File: config.mk
export PLATFORM = sky130hd
export DESIGN_NAME = pe_config_ctrl
export DESIGN_NICKNAME = d
export VERILOG_FILES = /design/src/rtl/pe_config_ctrl_pkg.sv /design/src/rtl/pe_config_ctrl_skew.sv /design/src/rtl/pe_config_ctrl.sv
export SDC_FILE = /design/constraint.sdc
export NUM_CORES = 1
export LEC_CHECK = 0
export CAP_MARGIN = 5
export CORE_UTILIZATION = 45
export DETAILED_ROUTE_END_ITERATION = 10
export PLACE_DENSITY_LB_ADDON = 0.05
export RECOVER_POWER = 50
export SLEW_MARGIN = 10
export SYNTH_ARGS = -nofsm -noshare
export SYNTH_HDL_FRONTEND = slang
export SYNTH_SLANG_ARGS = --single-unit
File: constraint.sdc
create_clock -name clk -period 3.3 [get_ports clk]
set_clock_uncertainty 0.05 [all_clocks]
set_input_delay 0.66 -clock clk [delete_from_list [all_inputs] [get_ports clk]]
set_output_delay 0.66 -clock clk [all_outputs]
set_load 0.005 [all_outputs]
File: src/rtl/pe_config_ctrl_pkg.sv
// Shared types and helpers for the PE array configuration sequencer.
package pe_cfg_pkg;

  typedef enum logic [1:0] {
    IDLE  = 2'd0,
    LOAD  = 2'd1,
    CAL   = 2'd2,
    DRAIN = 2'd3
  } state_e;

  // Bits needed to hold values 0 .. value-1.
  function automatic int clog2(input int value);
    int w;
    w = 0;
    while ((1 << w) < value) w = w + 1;
    return w;
  endfunction

  // Default array geometry and the widths derived from it.
  localparam int PE_X     = 3;
  localparam int PE_Y     = 3;
  localparam int PE_N_MAX = 8;

  localparam int PE_NW  = clog2(PE_N_MAX + 1);
  localparam int PE_XCW = clog2(PE_X * PE_N_MAX + 1);
  localparam int PE_YCW = clog2(PE_Y * PE_N_MAX + 1);
  localparam int PE_TW  = clog2(PE_N_MAX + PE_X + PE_Y + 1);
  localparam int PE_OCW = clog2(PE_X * PE_Y + 1);

endpackage

File: src/rtl/pe_config_ctrl_skew.sv
// Skewed read-enable window generator driven by the CAL timer.
// Bit k (0-based) is high for t in [k, k+n-1], so lane k starts one
// cycle after lane k-1 and stays open for exactly n cycles.
module skew_window_gen
  import pe_cfg_pkg::*;
#(
  parameter int K  = 3,
  parameter int NW = 4,
  parameter int TW = 4
) (
  input  logic          en_i,
  input  logic [TW-1:0] t_i,
  input  logic [NW-1:0] n_i,
  output logic [K-1:0]  win_o
);

  // One extra bit keeps k+n from overflowing the compare.
  logic [TW:0] t_ext;
  logic [TW:0] n_ext;

  assign t_ext = {1'b0, t_i};
  assign n_ext = (TW+1)'(n_i);

  for (genvar k = 0; k < K; k++) begin : g_win
    assign win_o[k] = en_i && (t_ext >= (TW+1)'(k)) && (t_ext < ((TW+1)'(k) + n_ext));
  end

endmodule

File: src/rtl/pe_config_ctrl.sv
// Job sequencer for the X-by-Y systolic PE array: loads the west/north
// input FIFOs, runs the skewed compute window, then drains the output
// FIFOs row by row under downstream back-pressure.
//
// state | meaning
// IDLE  | waiting for start; validates n_len
// LOAD  | steering Xin/Yin words into west/north FIFOs
// CAL   | skewed FIFO reads and PE accumulate window
// DRAIN | row-sequential output FIFO reads gated by out_rdy
module pe_config_ctrl
  import pe_cfg_pkg::*;
#(
  parameter int X     = PE_X,
  parameter int Y     = PE_Y,
  parameter int N_MAX = PE_N_MAX
) (
  input  logic                       clk,
  input  logic                       sys_rst,
  input  logic                       start,
  input  logic [clog2(N_MAX+1)-1:0]  n_len,
  input  logic                       Xin_val,
  input  logic                       Yin_val,
  input  logic                       out_rdy,
  output logic [X-1:0]               westin_wr_en,
  output logic [Y-1:0]               northin_wr_en,
  output logic [X-1:0]               westin_rd_en,
  output logic [Y-1:0]               northin_rd_en,
  output logic                       cal_en,
  output logic                       cal_done,
  output logic [X-1:0]               out_rd_en,
  output logic                       busy,
  output logic                       done,
  output logic                       err
);

  localparam int NW  = clog2(N_MAX + 1);
  localparam int XCW = clog2(X * N_MAX + 1);
  localparam int YCW = clog2(Y * N_MAX + 1);
  localparam int TW  = clog2(N_MAX + X + Y + 1);
  localparam int OCW = clog2(X * Y + 1);
  localparam int OYW = clog2(Y + 1);

  state_e         state_q, state_d;
  logic [NW-1:0]  n_q, n_d;
  logic           err_q, err_d;
  logic [XCW-1:0] xcnt_q, xcnt_d;
  logic [NW-1:0]  xsub_q, xsub_d;
  logic [X-1:0]   row_q, row_d;
  logic [YCW-1:0] ycnt_q, ycnt_d;
  logic [Y-1:0]   col_q, col_d;
  logic [TW-1:0]  t_q, t_d;
  logic [OCW-1:0] ocnt_q, ocnt_d;
  logic [OYW-1:0] ocol_q, ocol_d;
  logic [X-1:0]   orow_q, orow_d;

  logic [XCW-1:0] x_total;
  logic [YCW-1:0] y_total;
  logic [TW-1:0]  t_last;
  logic           n_ok;
  logic           x_acc;
  logic           y_acc;
  logic           in_cal;

  assign x_total = XCW'(n_q) * XCW'(X);
  assign y_total = YCW'(n_q) * YCW'(Y);
  assign t_last  = TW'(n_q) + TW'(X + Y - 1);
  assign n_ok    = (n_len != '0) && (n_len <= NW'(N_MAX));
  // Words past the per-stream total are never accepted.
  assign x_acc   = (state_q == LOAD) && Xin_val && (xcnt_q != x_total);
  assign y_acc   = (state_q == LOAD) && Yin_val && (ycnt_q != y_total);
  assign in_cal  = (state_q == CAL);
  assign busy    = (state_q != IDLE);
  assign err     = err_q;

  skew_window_gen #(.K(X), .NW(NW), .TW(TW)) u_west_skew (
    .en_i  (in_cal),
    .t_i   (t_q),
    .n_i   (n_q),
    .win_o (westin_rd_en)
  );

  skew_window_gen #(.K(Y), .NW(NW), .TW(TW)) u_north_skew (
    .en_i  (in_cal),
    .t_i   (t_q),
    .n_i   (n_q),
    .win_o (northin_rd_en)
  );

  // State and counter registers; reset clears everything and aborts a job.
  always_ff @(posedge clk or posedge sys_rst) begin
    if (sys_rst) begin
      state_q <= IDLE;
      n_q     <= '0;
      err_q   <= 1'b0;
      xcnt_q  <= '0;
      xsub_q  <= '0;
      row_q   <= '0;
      ycnt_q  <= '0;
      col_q   <= '0;
      t_q     <= '0;
      ocnt_q  <= '0;
      ocol_q  <= '0;
      orow_q  <= '0;
    end else begin
      state_q <= state_d;
      n_q     <= n_d;
      err_q   <= err_d;
      xcnt_q  <= xcnt_d;
      xsub_q  <= xsub_d;
      row_q   <= row_d;
      ycnt_q  <= ycnt_d;
      col_q   <= col_d;
      t_q     <= t_d;
      ocnt_q  <= ocnt_d;
      ocol_q  <= ocol_d;
      orow_q  <= orow_d;
    end
  end

  // Next-state and output decode.
  always_comb begin
    state_d       = state_q;
    n_d           = n_q;
    err_d         = err_q;
    xcnt_d        = xcnt_q;
    xsub_d        = xsub_q;
    row_d         = row_q;
    ycnt_d        = ycnt_q;
    col_d         = col_q;
    t_d           = t_q;
    ocnt_d        = ocnt_q;
    ocol_d        = ocol_q;
    orow_d        = orow_q;
    westin_wr_en  = '0;
    northin_wr_en = '0;
    cal_en        = 1'b0;
    cal_done      = 1'b0;
    out_rd_en     = '0;
    done          = 1'b0;

    unique case (state_q)
      IDLE: begin
        if (start) begin
          if (n_ok) begin
            n_d     = n_len;
            err_d   = 1'b0;
            xcnt_d  = '0;
            xsub_d  = '0;
            row_d   = X'(1);
            ycnt_d  = '0;
            col_d   = Y'(1);
            t_d     = '0;
            ocnt_d  = '0;
            ocol_d  = '0;
            orow_d  = X'(1);
            state_d = LOAD;
          end else begin
            err_d = 1'b1;
          end
        end
      end

      LOAD: begin
        if (x_acc) begin
          westin_wr_en = row_q;
          xcnt_d       = xcnt_q + XCW'(1);
          if (xsub_q == n_q - NW'(1)) begin
            xsub_d = '0;
            row_d  = row_q << 1;
          end else begin
            xsub_d = xsub_q + NW'(1);
          end
        end else if (Xin_val) begin
          err_d = 1'b1;
        end

        if (y_acc) begin
          northin_wr_en = col_q;
          ycnt_d        = ycnt_q + YCW'(1);
          col_d         = (col_q << 1) | (col_q >> (Y - 1));
        end else if (Yin_val) begin
          err_d = 1'b1;
        end

        // Enter CAL right after the final word of the later stream.
        if ((xcnt_d == x_total) && (ycnt_d == y_total)) begin
          state_d = CAL;
          t_d     = '0;
        end
      end

      CAL: begin
        cal_en = (t_q != '0) && (t_q < t_last);
        if (t_q == t_last) begin
          cal_done = 1'b1;
          state_d  = DRAIN;
        end else begin
          t_d = t_q + TW'(1);
        end
      end

      DRAIN: begin
        if (out_rdy) begin
          out_rd_en = orow_q;
          ocnt_d    = ocnt_q + OCW'(1);
          if (ocol_q == OYW'(Y - 1)) begin
            ocol_d = '0;
            orow_d = orow_q << 1;
          end else begin
            ocol_d = ocol_q + OYW'(1);
          end
          if (ocnt_q == OCW'(X * Y - 1)) begin
            done    = 1'b1;
            state_d = IDLE;
          end
        end
      end

      default: state_d = IDLE;
    endcase
  end

endmodule

==> results of run 1 <==
worst paths after layout:
path | from | to | slack, ns
worst max-delay path | n_q[0] | westin_wr_en[2] | -0.04
worst min-delay path | row_q[2] | row_q[2] | 0.44
worst max register to register | n_q[0] | t_q[2] | -0.01
max in group asynchronous | sys_rst | col_q[1] | 1.50
min in group asynchronous | sys_rst | xsub_q[0] | 1.07
worst min register to register | row_q[2] | row_q[2] | 0.44
per-layer routing:
| layer | vias to the layer above | global-route usage [%] | share of wire, % |
|---|---|---|---|
| met2 | 33 | 36.29 | 46 |
| met3 | 9 | 3.048 | 2.0 |
| met4 | 0 | 5.909 | 1.4 |
| met5 | - | 0 | 0 |
| met1 | 1328 | 29.74 | 50 |
| li1 | 1393 | - | - |
sequential cells by signal (all words and copies together) (netlist names), 3 cells and up:
name    flops
t_q         4
n_q         4
col_q       3
ocnt_q      4
row_q       3
xcnt_q      5
ycnt_q      5
orow_q      3
xsub_q      4
power breakdown:
group / total (mW) / internal [mW] / switching (mW)
Sequential: 0.861 / 0.669 / 0.191
Combinational: 3.03 / 1.53 / 1.50
Clock: 0.315 / 0.144 / 0.170
Total: 4.21 / 2.34 / 1.87
worst register-to-register path, cell delays in order (launching register included):
cell	delay [ns]
dfrtp_1	0.39
ha_2	0.20
inv_2	0.05
fa_2	0.44
buf_4	0.16
xnor2_2	0.13
and4bb_4	0.34
buf_4	0.13
a2bb2oi_4	0.16
o211ai_4	0.11
nor4_4	0.27
o2111ai_4	0.21
a221o_1	0.37
a22o_1	0.20
cells in the final DEF (no fill, tap or decap), types with 3 or more instances in the layout:
cell type and count:
a21o_1 4, clkdlybuf4s50_1 14, a21oi_2 4, a31oi_1 4
or3_1 3, dlygate4sd3_1 3, nand2_1 42, a22o_1 3
nor2b_1 6, a21oi_1 13, xnor2_1 20, nor3_1 8
and3_1 8, nor2_1 27, dfrtp_1 40, ha_1 32
clkbuf_2 4, nand3_1 13, o21ai_0 24, nand2b_1 7
o31ai_1 5, inv_1 25, clkbuf_8 5, mux2i_1 4
dlygate4sd2_1 6, xor2_1 5, buf_4 40
logic make-up (layout without fill, tap and decap cells):
kind of cell | after synthesis | count (layout)
buf+inv | 39 | 108
mux | 5 | 5
fa+ha+maj | 35 | 35
simple gates | 130 | 130
compound gates | 81 | 81
flops | 40 | 40
xor+xnor | 30 | 30
final cells by class:
type | count | area [um^2]
Clock inverter | 1 | 5.005
Fill cell | 635 | 2789
Sequential cell | 40 | 1001
Multi-Input combinational cell | 281 | 2145
Inverter | 28 | 107.6
Tap cell | 96 | 120.1
Timing Repair Buffer | 73 | 591.8
Clock buffer | 6 | 72.57
timing repair:
item                                    4_1_cts  5_1_grt
hold endpoints to repair                      0        0
pin swaps                                    11       14
hold buffers                                  0        0
gates resized for setup                      33       17
setup buffers                                12        2
endpoints found under the setup margin       13       17
==> flow_metrics.tcl, run 1 <==
set metrics [dict create \
    synth.distinct_cells 63 \
    final_nets 474 \
    drv_cap 0 \
    period_share_pct 101.2 \
    stdcell_count 525 \
    die_x_um 86.39 \
    tightest_slew_ns 1.018 \
    synth_warnings 0 \
    synth_most_common_cell "nand2_1" \
    dp_cells 504 \
    drc 0 \
    num_antenna_cells 0 \
    port_buffers 29 \
    ios 30 \
    rsz0062_at_grt "yes" \
    hpwlAfterDp_um 5642 \
    numCtsBuffers 5 \
    synth_edf_count 0 \
    critPathArrivalTime_ns 2.63 \
    gr-total-overflow 0 \
    drt_pass1_iterations 4 \
    powerDensity_nw_per_um2 1040 \
    h-tree-depth 2 \
    synth.mux.area_fraction_pct 1.601 \
    grt_pass1_wl_um 12820 \
    cts_sinks 40 \
    globalplace.congestion 0.8675 \
    maxSlewViolCount 0 \
    vias 2763 \
    synth_compound_area_share_pct 18.00 \
    synth_common_cells "42 x nand2_1, 40 x dfrtp_1, 34 x ha_1, 28 x inv_1, 28 x nor2_1" \
    cp_num_buf_inv 4 \
    rr_worst_depth 13 \
    slew_headroom_pct 32.14 \
    yosysTopAreaCellShare_pct 31.24 \
    cts_tree "yes" \
    path_depth 10 \
    layout_min_cycle_time_ns 3.338 \
    grt_max_degree 41 \
    synth_area_leaders "dfrtp_1 31%, ha_1 13%, xnor2_1 5.7%" \
    vdd_ir_drop_max_uv 405.4 \
    routed_via_density 5.263 \
    track_usage_pct 21.80 \
    setup_violations 4 \
    wl_um 7473 \
    start_util_pct 46.90 \
    tns_ns -0.05985 \
    insertion_delay_ns 0.29 \
    power_mw 4.206 \
    start_kind "flip-flop" \
    cp_common_cell "buf_4" \
    hold_violations 0 \
    p_leak_nw 1.905 \
    async_flop_share_pct 100.0 \
    hold-worst-slack_ns 0.4382 \
    pre_cts_slack_ns -0.03845 \
    path_cells "ha_2 -> inv_2 -> fa_2 -> buf_4 -> xnor2_2 -> and4bb_4 -> buf_4 -> o21ai_4 -> and3_4 -> dlygate4sd2_1" \
    cts_root_buf "clkbuf_8" \
    fp.dieArea_um2 7462 \
    required_ns 2.59 \
    violations "negative setup slack" \
    rows 30 \
    synth_top_family_by_area "simple AND/OR/NAND/NOR gates" \
    drive_gt1_share_pct 20.98 \
    first_iter_violations 110 \
    areaGrowthSynthToFinish_pct 26.16 \
    min_path_cells 2 \
    syn_nets 405 \
    crit_family "adder cells" \
    antenna_left 0 \
    ys.flop_type "dfrtp_1" \
    post-route-util_pct 59.18 \
    grt_antenna_before_repair 0 \
    post_synth.cell_area_avg_um2 8.901 \
    fmax_ghz 0.2996 \
    synthCells 360 \
    syn_area_um2 3204 \
    critPathMaxStageDelay_ns 0.44 \
    holdCritPathClass "flip-flop to flip-flop" \
    synth_seq_area_share_pct 31.24 \
    synthXorXnorAreaFrac_pct 9.645 \
    synth-simple-area-share_pct 20.54 \
    grt_pass1_vias 2718 \
    setup_ws_ns -0.03826 \
    cts_buffer_depth 2 \
    worstSetupEndpointType "primary output" \
    path_clk_slew_ns 0.08 \
    post-route-cell-area_um2 4043 \
    core_area_um2 6832 \
    synth_area_leader_cell "dfrtp_1" \
    path_class "flip-flop to primary output" \
    synth_seq_cells 40 \
    routedWlPerCell_um 14.23 \
    slowest_stage "fa_2" \
    dpl_cell_area_um2 3782 \
    crit_fanout 7 \
    status "finished with violations" \
    synthAdderAreaFrac_pct 13.90 \
    die_h_um 86.39 \
]
Power figures use the tool's default switching activity.
==> run 2: changes to the inputs <==
CTS_BUF_LIST = sky130_fd_sc_hd__clkbuf_16   (was not set)
GPL_TIMING_DRIVEN = 0   (was not set)
==> flow_metrics.tcl, run 2 (synthesis results as in run 1) <==
set metrics [dict create \
    num_antenna_cells 0 \
    grt_antenna_before_repair 0 \
    wl_um 8019 \
    antenna_left 0 \
    start_kind "flip-flop" \
    layout_min_cycle_time_ns 3.378 \
    drive_gt1_share_pct 20.90 \
    drt_pass1_iterations 6 \
    rows 30 \
    slew_headroom_pct 16.96 \
    period_share_pct 102.4 \
    final_common_cell "nand2_1" \
    postCtsHoldBufs 0 \
    crit_fanout 5 \
    critPathArrivalTime_ns 3.49 \
    final_nets 466 \
    rsz0062_at_grt "yes" \
    holdCritPathClass "flip-flop to flip-flop" \
    port_buffers 29 \
    fp.dieArea_um2 7462 \
    path_clk_slew_ns 0.06 \
    fill_cells 583 \
    worstSetupEndpointType "flip-flop" \
    path_class "flip-flop to flip-flop" \
    start_util_pct 46.90 \
    hold_violations 0 \
    violations "negative setup slack" \
    vias 2796 \
    status "finished with violations" \
    gr-total-overflow 0 \
    grt_max_degree 23 \
    tns_ns -0.1921 \
    post-route-util_pct 61.65 \
    routed_via_density 5.408 \
    multiInputGateArea_um2 2236 \
    cts_root_buf "clkbuf_16" \
    numCtsBuffers 5 \
    setup_violations 4 \
    routedWlPerCell_um 15.51 \
    cts_buffer_depth 2 \
    maxSlewViolCount 0 \
    fmax_ghz 0.2960 \
    p_leak_nw 1.895 \
    core_area_um2 6832 \
    reg_top3 "xcnt_q x5, ycnt_q x5" \
    ios 30 \
    track_usage_pct 22.53 \
    hpwlAfterDp_um 5591 \
    tightest_slew_ns 1.246 \
    vdd_ir_drop_max_uv 387.9 \
    die_h_um 86.39 \
    cts_sinks 40 \
    drv_cap 0 \
    first_iter_violations 111 \
    grt_pass1_vias 2695 \
    required_ns 3.42 \
    h-tree-depth 2 \
    drc 0 \
    final_cell_mix "40 x nand2_1, 38 x dfrtp_1, 30 x ha_1, 26 x nor2_1, 25 x buf_4" \
    insertion_delay_ns 0.29 \
    regArea_um2 1003 \
    cts_tree "yes" \
    power_mw 4.559 \
    dp_cells 486 \
    die_x_um 86.39 \
    powerDensity_nw_per_um2 1082 \
    grt_pass1_wl_um 13030 \
    stdcell_count 517 \
    areaGrowthSynthToFinish_pct 31.43 \
    setup_ws_ns -0.07782 \
    globalplace.congestion 0.8937 \
    pre_cts_slack_ns -0.7333 \
]
run 2: worst paths after layout:
kind	startpoint	endpoint	slack (ns)	depth (start not counted)
max in group asynchronous	sys_rst	n_q[2]	0.61	3
min in group asynchronous	sys_rst	err	0.91	2
min reg2reg	row_q[2]	row_q[2]	0.43	2
max reg2reg	n_q[1]	t_q[2]	-0.08	12
max	n_q[1]	t_q[2]	-0.08	12
min	row_q[2]	row_q[2]	0.43	2
run 2: report_power, final:
part	total (mW)	internal, mW	switching (mW)
combinational	3.04	1.49	1.56
sequential	0.895	0.673	0.221
clock	0.620	0.429	0.191
total	4.56	2.59	1.97
run 2: cell type report:
cell class	count	area share, %
Multi-Input combinational cell	281	53.09
Tap cell	96	2.852
Inverter	28	2.704
Timing Repair Buffer	55	11.71
Buffer	10	1.426
Clock inverter	2	1.426
Clock buffer	5	2.971
Sequential cell	40	23.83
run 2: repair_timing:
action | CTS | global route
pin swaps | 18 | 12
gates resized for setup | 53 | 20
setup buffers | 22 | 3
setup endpoints to repair | 24 | 19
run 2: critical path: stages (launching register included):
cell and delay, ns:
dfrtp_2 0.45, inv_4 0.07, buf_6 0.14, fa_2 0.68, xnor2_2 0.14, and4bb_4 0.23, o21ai_4 0.08, buf_4 0.16
nand2_1 0.14, o22ai_1 0.32, o2111ai_4 0.21, a221o_1 0.34, a22o_1 0.23
run 2: stage by stage:
step                      instance area [um^2]  hold WS (ns)
after floorplan                           3204        0.3918
after global placement                    3615        0.4109
after detailed placement                  3642        0.4185
after CTS                                 4130        0.4318
after global routing                      4212        0.4475
final                                     4212        0.4334
run 2: routing by layer:
layer | part of all wire (%) | global-route usage, % | vias up
met5 | 0 | 0 | -
met4 | 0.69 | 4.545 | 0
met3 | 4.5 | 3.333 | 6
met2 | 49 | 38.89 | 53
met1 | 46 | 30.09 | 1364
li1 | - | - | 1373
==> run 3: changes to the inputs <==
ABC_AREA = 1   (was not set)
PLACE_DENSITY = 0.63   (was not set)
PLACE_DENSITY_LB_ADDON = not set   (was 0.05)
clock period = 3.85 ns   (was 3.3 ns; I/O delays follow)
==> flow_metrics.tcl, run 3 <==
set metrics [dict create \
    status "finished with violations" \
    violations "max-capacitance violations, max-slew violations" \
    worstSetupEndpointType "primary output" \
    drt_pass1_iterations 4 \
    numCtsBuffers 5 \
    cts_root_buf "clkbuf_16" \
    synth_edf_count 0 \
    syn_area_um2 3261 \
    tns_ns 0 \
    num_antenna_cells 0 \
    reg_top3 "xcnt_q x5, ycnt_q x5" \
    vias 2921 \
    die_x_um 87.12 \
    slew_headroom_pct -18.72 \
    crit_family "buffers and inverters" \
    wl_um 7743 \
    start_util_pct 47.21 \
    routedWlPerCell_um 13.49 \
    holdCritPathClass "flip-flop to flip-flop" \
    routed_via_density 5.089 \
    h-tree-depth 2 \
    critPathMaxStageDelay_ns 0.48 \
    synth_common_cells "89 x nand2_1, 73 x inv_1, 40 x dfrtp_1, 39 x nand3_1" \
    setup_violations 0 \
    port_buffers 29 \
    insertion_delay_ns 0.28 \
    maxSlewViolCount 34 \
    synth_seq_cells 40 \
    final_nets 522 \
    rsz0062_at_grt "no" \
    grt_max_degree 34 \
    hold_violations 0 \
    synth_area_leaders "dfrtp_1 31%, ha_1 13%, nand2_1 10%" \
    yosysTopAreaCellShare_pct 30.70 \
    path_cells "buf_6 -> clkinv_4 -> ha_4 -> inv_1 -> ha_1 -> a21oi_2 -> nor2_1 -> o21ai_0 -> a22oi_1 -> nor3_2 -> buf_4 -> clkdlybuf4s50_1" \
    cts_sinks 40 \
    tightest_slew_ns 1.781 \
    synth_seq_area_share_pct 30.70 \
    regArea_um2 1003 \
    vdd_ir_drop_max_uv 318.0 \
    rows 30 \
    synth_warnings 0 \
    synthCells 436 \
    hpwlAfterDp_um 5766 \
    drive_gt1_share_pct 10.25 \
    cts_tree "yes" \
    critPathArrivalTime_ns 2.86 \
    areaGrowthSynthToFinish_pct 20.41 \
    multiInputGateArea_um2 1961 \
    core_area_um2 6907 \
    grt_antenna_before_repair 0 \
    globalplace.congestion 0.8096 \
    required_ns 3.03 \
    synth.distinct_cells 42 \
    path_class "flip-flop to primary output" \
    async_flop_share_pct 100.0 \
    slowest_stage "clkdlybuf4s50_1" \
    crit_fanout 6 \
    syn_nets 481 \
    drv_cap 1 \
    fill_cells 655 \
    layout_min_cycle_time_ns 3.678 \
    synth_most_common_cell "nand2_1" \
    track_usage_pct 22.02 \
    path_clk_slew_ns 0.07 \
    drc 0 \
    fmax_ghz 0.2719 \
    ios 30 \
    period_share_pct 95.54 \
    synth_area_leader_cell "dfrtp_1" \
    p_leak_nw 1.921 \
    postCtsHoldBufs 0 \
    grt_pass1_wl_um 12990 \
    fp.dieArea_um2 7590 \
    grt_pass1_vias 2867 \
    post_synth.cell_area_avg_um2 7.479 \
    antenna_left 0 \
    ys.flop_type "dfrtp_1" \
    start_kind "flip-flop" \
    powerDensity_nw_per_um2 850.7 \
    cp_num_buf_inv 5 \
    final_cell_mix "89 x nand2_1, 72 x inv_1, 39 x nand3_1, 38 x dfrtp_1, 32 x ha_1" \
    gr-total-overflow 0 \
    first_iter_violations 157 \
    cts_buffer_depth 2 \
    hold-worst-slack_ns 0.4240 \
    die_h_um 87.12 \
    final_common_cell "nand2_1" \
]
-- run 3: cell count changes after synthesis, moves of 9 or more --
| cell | previous run | this run |
|---|---|---|
| and3_1 | 9 | 0 |
| xnor2_1 | 21 | 6 |
| inv_1 | 28 | 73 |
| nand2_1 | 42 | 89 |
| o22ai_1 | 1 | 17 |
| nand3_1 | 13 | 39 |
-- run 3: cells by family (layout without fill, tap and decap cells) --
group                      after synthesis  count (layout)  synth area share [%]
and+or+nand+nor                        195             195                 27.78
buffers and inverters                   84             126                 10.44
AOI/OAI and AO/OA                       63              63                 11.74
DFF                                     40              40                 30.70
adders and majority gates               35              35                 13.66
xor gates and xnor gates                19              19                 5.679
-- run 3: layout make-up --
cell class              count  share of cell area (%)
inverters                  76                   7.393
clock inverters             3                   1.179
repair buffers             34                   8.317
well taps                  96                   3.059
multi-input cells         312                   49.94
flip-flops and latches     40                   25.56
clock buffers               5                   3.187
plain buffers               8                   1.370
-- run 3: report_power, final --
part / leakage (nW) / internal, mW / switching, mW
sequential: 0.526 / 0.560 / 0.137
combinational: 1.31 / 0.827 / 1.33
clock: 0.0804 / 0.308 / 0.182
total: 1.92 / 1.70 / 1.64
-- run 3: stage by stage --
stage / utilization [%] / setup WS, ns / power [mW] / area [um^2] / std cells
final: 56.85 / 0.1716 / 3.340 / 3926 / 574
after CTS: 56.38 / 0.07110 / 3.298 / 3894 / 572
after floorplan: - / 0.9166 / 2.226 / 3261 / 436
after global routing: 56.85 / 0.005198 / 3.679 / 3926 / 574
after detailed placement: 53.44 / 0.05793 / 2.746 / 3691 / 562
after global placement: 53.15 / 0.01846 / 2.702 / 3671 / 561
-- run 3: timing repair --
item | 4_1_cts | 5_1_grt
endpoints found under the hold margin | 0 | 0
gates cloned | 0 | 0
setup endpoints to repair | 2 | 10
resized for setup | 4 | 10
pin swaps | 1 | 2
buffers inserted | 2 | 2
-- run 3: worst register-to-register path, cell delays in order, from the launching register on --
cell	delay (ns)
dfrtp_1	0.39
buf_4	0.16
ha_4	0.16
inv_1	0.06
fa_1	0.61
nand2_1	0.07
nand2_1	0.11
nand3_1	0.10
nor2_2	0.14
nand3_4	0.13
buf_4	0.17
nand2_2	0.08
xor2_1	0.14
nand2_1	0.07
nor2_2	0.13
nand3_2	0.10
nand2_4	0.12
nand2_2	0.09
nand2_1	0.10
nand2_1	0.05
-- run 3: worst paths after layout --
check	start	endpoint	slack [ns]	cells past startpoint
min reg2reg	ocnt_q[3]	ocnt_q[3]	0.42	1
min	ocnt_q[3]	ocnt_q[3]	0.42	1
min in group asynchronous	sys_rst	col_q[2]	0.82	2
max in group asynchronous	sys_rst	n_q[1]	0.83	3
max reg2reg	n_q[0]	t_q[3]	0.72	19
max	n_q[0]	westin_rd_en[1]	0.17	12
-- run 3: per-layer routing --
| metal | wire length, um | track usage, % | share of wire (%) | up-vias |
|---|---|---|---|---|
| li1 | - | - | - | 1504 |
| met5 | 0 | 0 | 0 | - |
| met2 | 3725 | 36.22 | 48 | 50 |
| met1 | 3616 | 29.29 | 47 | 1357 |
| met3 | 296 | 4.455 | 3.8 | 10 |
| met4 | 104 | 6.557 | 1.3 | 0 |
